`src/rtl/axi_interconnect_rd.sv`:
```
// Read-side AXI master: fixed-length AR bursts streamed into the channel 1 FIFO.
// Optional playback job compiled in with `define AXI_RD_PLAYBACK_EN.
module axi_interconnect_rd #(
  parameter int MEM_ROW_WIDTH    = 15,
  parameter int MEM_COLUMN_WIDTH = 10,
  parameter int MEM_BANK_WIDTH   = 3,
  parameter int CTRL_ADDR_WIDTH  = MEM_ROW_WIDTH + MEM_BANK_WIDTH
                                   + MEM_COLUMN_WIDTH,
  parameter int DQ_WIDTH         = 32,
  parameter int BURST_LEN        = 16,
  parameter int IDLE_ADDR        = 14400,
  parameter int RECORD_BASE      = 264400
) (
  input  logic                       clk,
  input  logic                       rst,
  input  logic                       rd_start,
  input  logic [CTRL_ADDR_WIDTH-1:0] axi_awaddr,
  input  logic                       play_start,
  input  logic [CTRL_ADDR_WIDTH-1:0] record_end_addr,
  input  logic                       channel1_wready,
  output logic                       channel1_wr_en,
  output logic [DQ_WIDTH*8-1:0]      channel1_wdata,
  output logic [CTRL_ADDR_WIDTH-1:0] axi_araddr,
  output logic                       axi_arvalid,
  input  logic                       axi_arready,
  input  logic [DQ_WIDTH*8-1:0]      axi_rdata,
  input  logic                       axi_rvalid,
  input  logic                       axi_rlast,
  output logic                       rd_busy,
  output logic                       rd_done,
  output logic                       rd_err
);

  localparam int AW = CTRL_ADDR_WIDTH;
  localparam int CW = $clog2(BURST_LEN) + 1;

  typedef enum logic [1:0] {
    IDLE,
    AXI_ARADDR,
    AXI_RDATA,
    DONE
  } state_t;

  state_t        state;
  state_t        next;
  logic          rd_start_q;
  logic          wready_m;
  logic          wready_s;
  logic [AW:0]   limit;
  logic [CW-1:0] beat_cnt;
  logic          start_mfcc;
  logic          start_play;
  logic          in_range;
  logic          ar_hs;

  assign start_mfcc = rd_start & ~rd_start_q;
  assign ar_hs      = axi_arvalid & axi_arready;

`ifdef AXI_RD_PLAYBACK_EN
  assign start_play = play_start & ~start_mfcc;
`else
  logic unused_play;
  assign unused_play = ^{play_start, record_end_addr};
  assign start_play  = 1'b0;
`endif

  // A borrow out of the MFCC limit subtraction means nothing to read.
  assign in_range = ~limit[AW] & ({1'b0, axi_araddr} <= limit);

  assign channel1_wr_en = (state == AXI_RDATA) & axi_rvalid;
  assign channel1_wdata = axi_rdata;
  assign rd_done        = (state == DONE);

  always_comb begin
    next = state;
    unique case (state)
      IDLE: begin
        if (rd_busy) begin
          if (!in_range)
            next = DONE;
          else if (wready_s)
            next = AXI_ARADDR;
        end
      end
      AXI_ARADDR: if (ar_hs) next = AXI_RDATA;
      AXI_RDATA:  if (axi_rvalid && axi_rlast) next = IDLE;
      DONE:       next = IDLE;
      default:    next = IDLE;
    endcase
  end

  always_ff @(posedge clk) begin
    if (rst) begin
      state       <= IDLE;
      rd_start_q  <= 1'b0;
      wready_m    <= 1'b0;
      wready_s    <= 1'b0;
      limit       <= '0;
      beat_cnt    <= '0;
      axi_araddr  <= '0;
      axi_arvalid <= 1'b0;
      rd_busy     <= 1'b0;
      rd_err      <= 1'b0;
    end else begin
      state      <= next;
      rd_start_q <= rd_start;
      wready_m   <= channel1_wready;
      wready_s   <= wready_m;
      unique case (state)
        IDLE: begin
          if (!rd_busy) begin
            if (start_mfcc) begin
              axi_araddr <= '0;
              limit      <= {1'b0, axi_awaddr}
                            - (AW+1)'(IDLE_ADDR);
              rd_busy    <= 1'b1;
            end else if (start_play) begin
              axi_araddr <= AW'(RECORD_BASE);
              limit      <= {1'b0, record_end_addr};
              rd_busy    <= 1'b1;
            end
          end else if (next == AXI_ARADDR) begin
            axi_arvalid <= 1'b1;
          end
        end
        AXI_ARADDR: begin
          if (ar_hs) begin
            axi_arvalid <= 1'b0;
            axi_araddr  <= axi_araddr + AW'(BURST_LEN * 8);
          end
        end
        AXI_RDATA: begin
          if (axi_rvalid) begin
            if (axi_rlast) begin
              beat_cnt <= '0;
              if (beat_cnt != CW'(BURST_LEN - 1))
                rd_err <= 1'b1;
            end else begin
              if (beat_cnt == CW'(BURST_LEN - 1))
                rd_err <= 1'b1;
              if (beat_cnt != '1)
                beat_cnt <= beat_cnt + 1'b1;
            end
          end
        end
        DONE: rd_busy <= 1'b0;
        default: ;
      endcase
    end
  end

endmodule
```
`config.mk`:
```
export PLATFORM = sky130hd
export DESIGN_NAME = axi_interconnect_rd
export DESIGN_NICKNAME = d
export VERILOG_FILES = /design/src/rtl/axi_interconnect_rd.sv
export SDC_FILE = /design/constraint.sdc
export NUM_CORES = 1
export LEC_CHECK = 0
export ABC_AREA = 0
export ABC_CLOCK_PERIOD_IN_PS = 3300
export CORE_AREA = 2 2 239 241
export CTS_BUF_LIST = sky130_fd_sc_hd__clkbuf_8 sky130_fd_sc_hd__clkbuf_16
export CTS_CLUSTER_SIZE = 25
export DETAILED_ROUTE_END_ITERATION = 8
export DIE_AREA = 0 0 241 243
export PLACE_DENSITY = 0.32
export SYNTH_ARGS = -nofsm -noshare
export SYNTH_HDL_FRONTEND = slang
export SYNTH_SLANG_ARGS = --single-unit
```
`constraint.sdc`:
```
create_clock -name clk -period 3.3 [get_ports clk]
set_clock_uncertainty 0.15 [all_clocks]
set_input_delay 0.99 -clock clk [delete_from_list [all_inputs] [get_ports clk]]
set_output_delay 0.99 -clock clk [all_outputs]
set_load 0.1 [all_outputs]
```
==> impl_metrics.tcl, run 1 <==
set metrics [dict create \
    numPortBuffers 60 \
    ys_warn_count 0 \
    wirelength_um 18100 \
    final_cell_mix "63 x dfxtp_1, 55 x nor2_1, 48 x buf_4" \
    areaGrowthSynthToFinish_pct -0.833 \
    path_delay_family "buffers and inverters" \
    worstMarginPinSlew_ns 0.572 \
    syn_area_mm2 0.00556 \
    p_seq_share_pct 35.5 \
    setup_violations 0 \
    outcome "finished, final reports clean" \
    die_height_um 243 \
    required_ns 3.41 \
    worstPathArrival_ns 3.22 \
    finalCritPeriodShare_pct 94.0 \
    power_leakage_nw 1.84 \
    globalplace.congestion 0.683 \
    h-tree-depth 3 \
    synth_cell_types 47 \
    cp_max_fo 5 \
    crit_chain "clkdlybuf4s50_1 > inv_1 > ha_1 > or4b_4 > a2111oi_4 > buf_4 > nand2_1 > xor2_1 > a211oi_1" \
    relSlewSlack_pct 60.9 \
    final_util_pct 9.85 \
    grt_pass1_wl_um 24700 \
    clock-sinks 63 \
    synth-edff-count 0 \
    ys_seq_elements 63 \
    p_int_mw 1.67 \
    final_nets 867 \
    overflow 0 \
    drc_errors 0 \
    syn_inst 697 \
    timing.fmax_mhz 322 \
    place_area_mm2 0.00521 \
    drive_gt1_share_pct 14.2 \
    dr.pass1.iters 4 \
    clk_pin_slew_ns 0.06 \
    vias 3512 \
    cts_hold_buf 0 \
    cts_resized 0 \
    antenna_found_initial 2 \
    critPathKind "input pin to register" \
    die_area_mm2 0.0586 \
    final_common_cell "dfxtp_1" \
    ios 609 \
    swShare_pct 32.5 \
    holdCritPathClass "register to register" \
    cts_inserted_buffers 9 \
    cp-end-kind "register" \
    slew_viol_final 0 \
    grt_pass1_vias 3428 \
    synth-main-ff-cell "dfxtp_1" \
    p_switching_mw 0.802 \
    rows 87 \
    slowest_stage "or4b_4" \
    fin_setup_tns_ns 0 \
    cts_tree "done" \
    ys_top_cells_by_area "buf_4 36%, dfxtp_1 23%, ha_1 6.8%" \
    pwr-share-comb_pct 24.7 \
    fin_cells 1278 \
    globalRouteTotalUtil_pct 6.00 \
    powerDensity_mw_per_mm2 449 \
    cts_setup_buffers 0 \
    avgSynthCellArea_um2 7.97 \
    ir_drop_mv 0.225 \
    via_per_inst 2.75 \
    routedWlPerCell_um 14.2 \
    period_needed_ns 3.10 \
    dpl.hpwl_um 14900 \
    rsz0062_at_grt "false" \
    slowest_delay_ns 0.52 \
    drv_cap 0 \
    first_iter_violations 98 \
    async_flop_share_pct 0 \
    grt_max_degree 47 \
    start_util_pct 9.93 \
    num_antenna_cells 0 \
    ys_seq_area_share_pct 22.7 \
    cp_num_buf_inv 3 \
    startpoint_type "input pin" \
    netlist.area_leader.share_pct 35.7 \
    hold_viol_final 0 \
    stdcell_area_mm2 0.00551 \
    cts-root-buf "clkbuf_16" \
    clkLatencyLatePin_ns 0.35 \
    die_x_um 241 \
    postRouteAntennaNets 0 \
    yosysTopAreaCell "buf_4" \
    clkPwrFrac_pct 39.7 \
    core-area_mm2 0.0560 \
    place_inst 1262 \
    clk_path_buf_depth 2 \
]
==> stage by stage <==
step                worst slack (ns)  hold slack (ns)  power (mW)
global route                  0.0546            0.319        2.63
finish                         0.199            0.294        2.47
floorplan                      0.375            0.264        2.78
CTS                            0.168            0.305        2.54
detailed placement            -0.204            0.290        1.52
global placement              -0.200            0.285        1.52
==> per-layer routing <==
metal / part of all wire (%) / up-vias / GRT usage (%) / wire, µm
li1: - / 1678 / - / -
met4: 8.8 / 4 / 5.90 / 1580
met1: 36 / 1490 / 6.05 / 6520
met5: 0.15 / - / 0 / 27
met2: 43 / 218 / 8.74 / 7740
met3: 12 / 122 / 3.12 / 2220
==> power by group through the flow <==
stage / registers, mW / logic, mW / clock network, mW
CTS: 0.880 / 0.627 / 1.03
floorplan: 0.911 / 1.87 / 0
global placement: 0.896 / 0.623 / 0
finish: 0.879 / 0.611 / 0.983
global route: 0.889 / 0.687 / 1.06
detailed placement: 0.897 / 0.624 / 0
==> sequential cells by signal, summed over array words and instances, names as in the netlist <==
register and flops:
limit 29, axi_araddr 21, beat_cnt 5, state 2
axi_arvalid 1, rd_busy 1, rd_err 1, rd_start_q 1
wready_m 1, wready_s 1
==> worst reg2reg max path, delay by kind of cell (launching register included) <==
family / cells / cell delay [ns]
compound gates: 4 / 1.18
fa+ha+maj: 1 / 0.29
flops: 1 / 0.42
mux: 1 / 0.22
simple gates: 1 / 0.39
==> cells in the mapped netlist, types with 2 or more instances <==
master,count
buf_4,264
dfxtp_1,63
nor2_1,55
nand2_1,39
a21oi_1,36
ha_1,30
inv_1,30
xor2_1,18
a211oi_1,17
nor3_1,15
xnor2_1,15
clkbuf_1,12
o21ai_0,12
nand3_1,10
nand4_1,9
nor2b_1,8
nand3b_1,6
nor4_1,6
or3_1,6
and3_1,4
nor3b_1,4
a21boi_0,3
buf_6,3
a2111oi_4,2
a21o_1,2
a311oi_1,2
and4_1,2
buf_2,2
mux2i_1,2
nand2b_1,2
or4_1,2
==> path summary, 6_finish.rpt <==
path / start / to / cells past startpoint / slack (ns)
min: wready_m$_SDFF_PP0_ / wready_s$_SDFF_PP0_ / 1 / 0.29
min reg2reg: wready_m$_SDFF_PP0_ / wready_s$_SDFF_PP0_ / 1 / 0.29
max: axi_awaddr[7] / limit[22]$_SDFFE_PP0P_ / 9 / 0.20
max reg2reg: axi_araddr[20]$_SDFFE_PP0P_ / axi_arvalid$_SDFFE_PP0P_ / 7 / 0.60
==> logic make-up after synthesis <==
| family | share of synthesized area [%] |
|---|---|
| other | 0.0675 |
| XOR/XNOR | 5.20 |
| multiplexers | 0.360 |
| buffers and inverters | 39.3 |
| adder cells (fa/ha/maj) | 6.76 |
| AO/OA/AOI/OAI | 9.71 |
| AND/OR/NAND/NOR | 15.9 |
| flip-flops | 22.7 |
==> cell type report <==
type,count,area [µm²]
clock inverters,6,61.3
inverters,30,113
clock buffers,10,239
fillers,6574,50400
multi-input cells,329,2150
flip-flops and latches,63,1260
repair buffers,84,741
well taps,756,946
Power figures use the tool's default switching activity.
==> inputs of run 2 (changes only) <==
Settings changed: REMOVE_ABC_BUFFERS from default to 1.
==> impl_metrics.tcl, run 2 (same netlist as run 1, synthesis figures left out) <==
set metrics [dict create \
    outcome "finished, final reports clean" \
    h-tree-depth 3 \
    worstMarginPinSlew_ns 0.525 \
    reg2reg_from "limit[26]$_SDFFE_PP0P_" \
    drc_errors 0 \
    areaGrowthSynthToFinish_pct -0.270 \
    slowest_stage "clkdlybuf4s50_1" \
    die_area_mm2 0.0586 \
    final_common_cell "dfxtp_1" \
    clk_pin_slew_ns 0.05 \
    final_cell_mix "63 x dfxtp_1, 55 x nor2_1, 49 x buf_4" \
    startpoint_type "input pin" \
    final.fill_count 6579 \
    overflow 0 \
    vias 4359 \
    drive_gt1_share_pct 14.5 \
    powerDensity_mw_per_mm2 467 \
    cts_inserted_buffers 9 \
    cts_resized 0 \
    relSlewSlack_pct 64.6 \
    finalCritPeriodShare_pct 95.5 \
    cp_max_fo 6 \
    drv_cap 0 \
    ir_drop_mv 0.250 \
    die_height_um 243 \
    worstPathArrival_ns 2.01 \
    grt_max_degree 47 \
    total_power_mw 2.59 \
    cts_tree "done" \
    antenna_found_initial 5 \
    reg2reg_depth 8 \
    rsz0062_at_grt "false" \
    first_iter_violations 311 \
    slew_viol_final 0 \
    clkLatencyLatePin_ns 0.36 \
    fin_cells 1281 \
    required_ns 2.16 \
    slowest_delay_ns 0.50 \
    power_leakage_nw 1.86 \
    ios 609 \
    place_inst 1263 \
    critPathKind "input pin to primary output" \
    hold_end "wready_s$_SDFF_PP0_" \
    postRouteAntennaNets 0 \
    place_area_mm2 0.00521 \
    die_x_um 241 \
    dpl.hpwl_um 85900 \
    place_ws_ns -0.178 \
    rows 87 \
    largest_reg_flops 29 \
    multi_input_area_mm2 0.00215 \
    routedWlPerCell_um 69.4 \
    path_delay_family "buffers and inverters" \
    fin_ws_ns 0.147 \
    dr.pass1.iters 4 \
    grt_pass1_wl_um 98400 \
    clock-sinks 63 \
    crit_cells 4 \
    timing.fmax_mhz 317 \
    wirelength_um 88900 \
    rr_endpoint "state[1]$_SDFF_PP0_" \
    globalRouteTotalUtil_pct 29.8 \
    crit_chain "clkdlybuf4s50_1 > nand2_1 > inv_1 > buf_12" \
    area.sequential_mm2 0.00126 \
    core-area_mm2 0.0560 \
    cp_num_buf_inv 3 \
    period_needed_ns 3.15 \
    grt_pass1_vias 4041 \
    start_util_pct 9.93 \
    via_per_inst 3.40 \
    top_regs "limit (29), axi_araddr (21), beat_cnt (5)" \
    cts-root-buf "clkbuf_16" \
    holdCritPathClass "register to register" \
    globalplace.congestion 1.24 \
    hp-start "wready_m$_SDFF_PP0_" \
    top_register "limit" \
    setup_violations 0 \
    hold_viol_final 0 \
    numPortBuffers 60 \
    final_nets 868 \
    rrSetupSlack_ns 0.63 \
    stdcell_area_mm2 0.00554 \
    cp-end-kind "primary output" \
    hold_depth 1 \
    cts_setup_buffers 0 \
    clk_path_buf_depth 2 \
    cts_hold_buf 0 \
]
run 2: power by group:
| part | switching (mW) | internal, mW | total (mW) | leakage (nW) |
|---|---|---|---|---|
| sequential | 0.0460 | 0.831 | 0.877 | 0.514 |
| clock | 0.400 | 0.679 | 1.08 | 0.160 |
| combinational | 0.389 | 0.242 | 0.631 | 1.18 |
run 2: layout make-up:
cell class	count	area share, %
inverter	30	2.03
clock inverter	6	1.54
sequential	63	22.8
antenna	2	0.0903
clock buffer	10	4.31
multi-input combinational	329	38.8
tap	756	17.1
timing repair buffer	85	13.4
run 2: worst max path at each step:
stage | end | startpoint | slack, ns
after global placement | limit[22]$_SDFFE_PP0P_ | axi_awaddr[7] | -0.17
after global routing | limit[22]$_SDFFE_PP0P_ | axi_awaddr[7] | 0.05
after floorplan | limit[10]$_SDFFE_PP0P_ | rd_start | -1.74
after CTS | channel1_wr_en | axi_rvalid | 0.16
final | channel1_wr_en | axi_rvalid | 0.15
after detailed placement | limit[22]$_SDFFE_PP0P_ | axi_awaddr[6] | -0.18
run 2: per-stage QoR:
| stage | utilization, % | TNS, ns | hold WS, ns |
|---|---|---|---|
| 2_1_floorplan | - | -44.73 | 0.264 |
| 3_3_place_gp | 9.32 | -0.525 | 0.278 |
| 3_5_place_dp | 9.32 | -0.691 | 0.282 |
| 4_1_cts | 9.90 | 0 | 0.296 |
| 5_1_grt | 9.90 | 0 | 0.316 |
| 6_report | 9.90 | 0 | 0.293 |
run 2: layer usage:
metal | share of wire [%] | vias to the layer above | track usage, %
met3 | 32 | 135 | 45.5
met5 | 0.76 | - | 9.34
met1 | 8.0 | 1706 | 6.22
met2 | 50 | 814 | 53.5
met4 | 8.6 | 30 | 20.1
li1 | - | 1674 | -
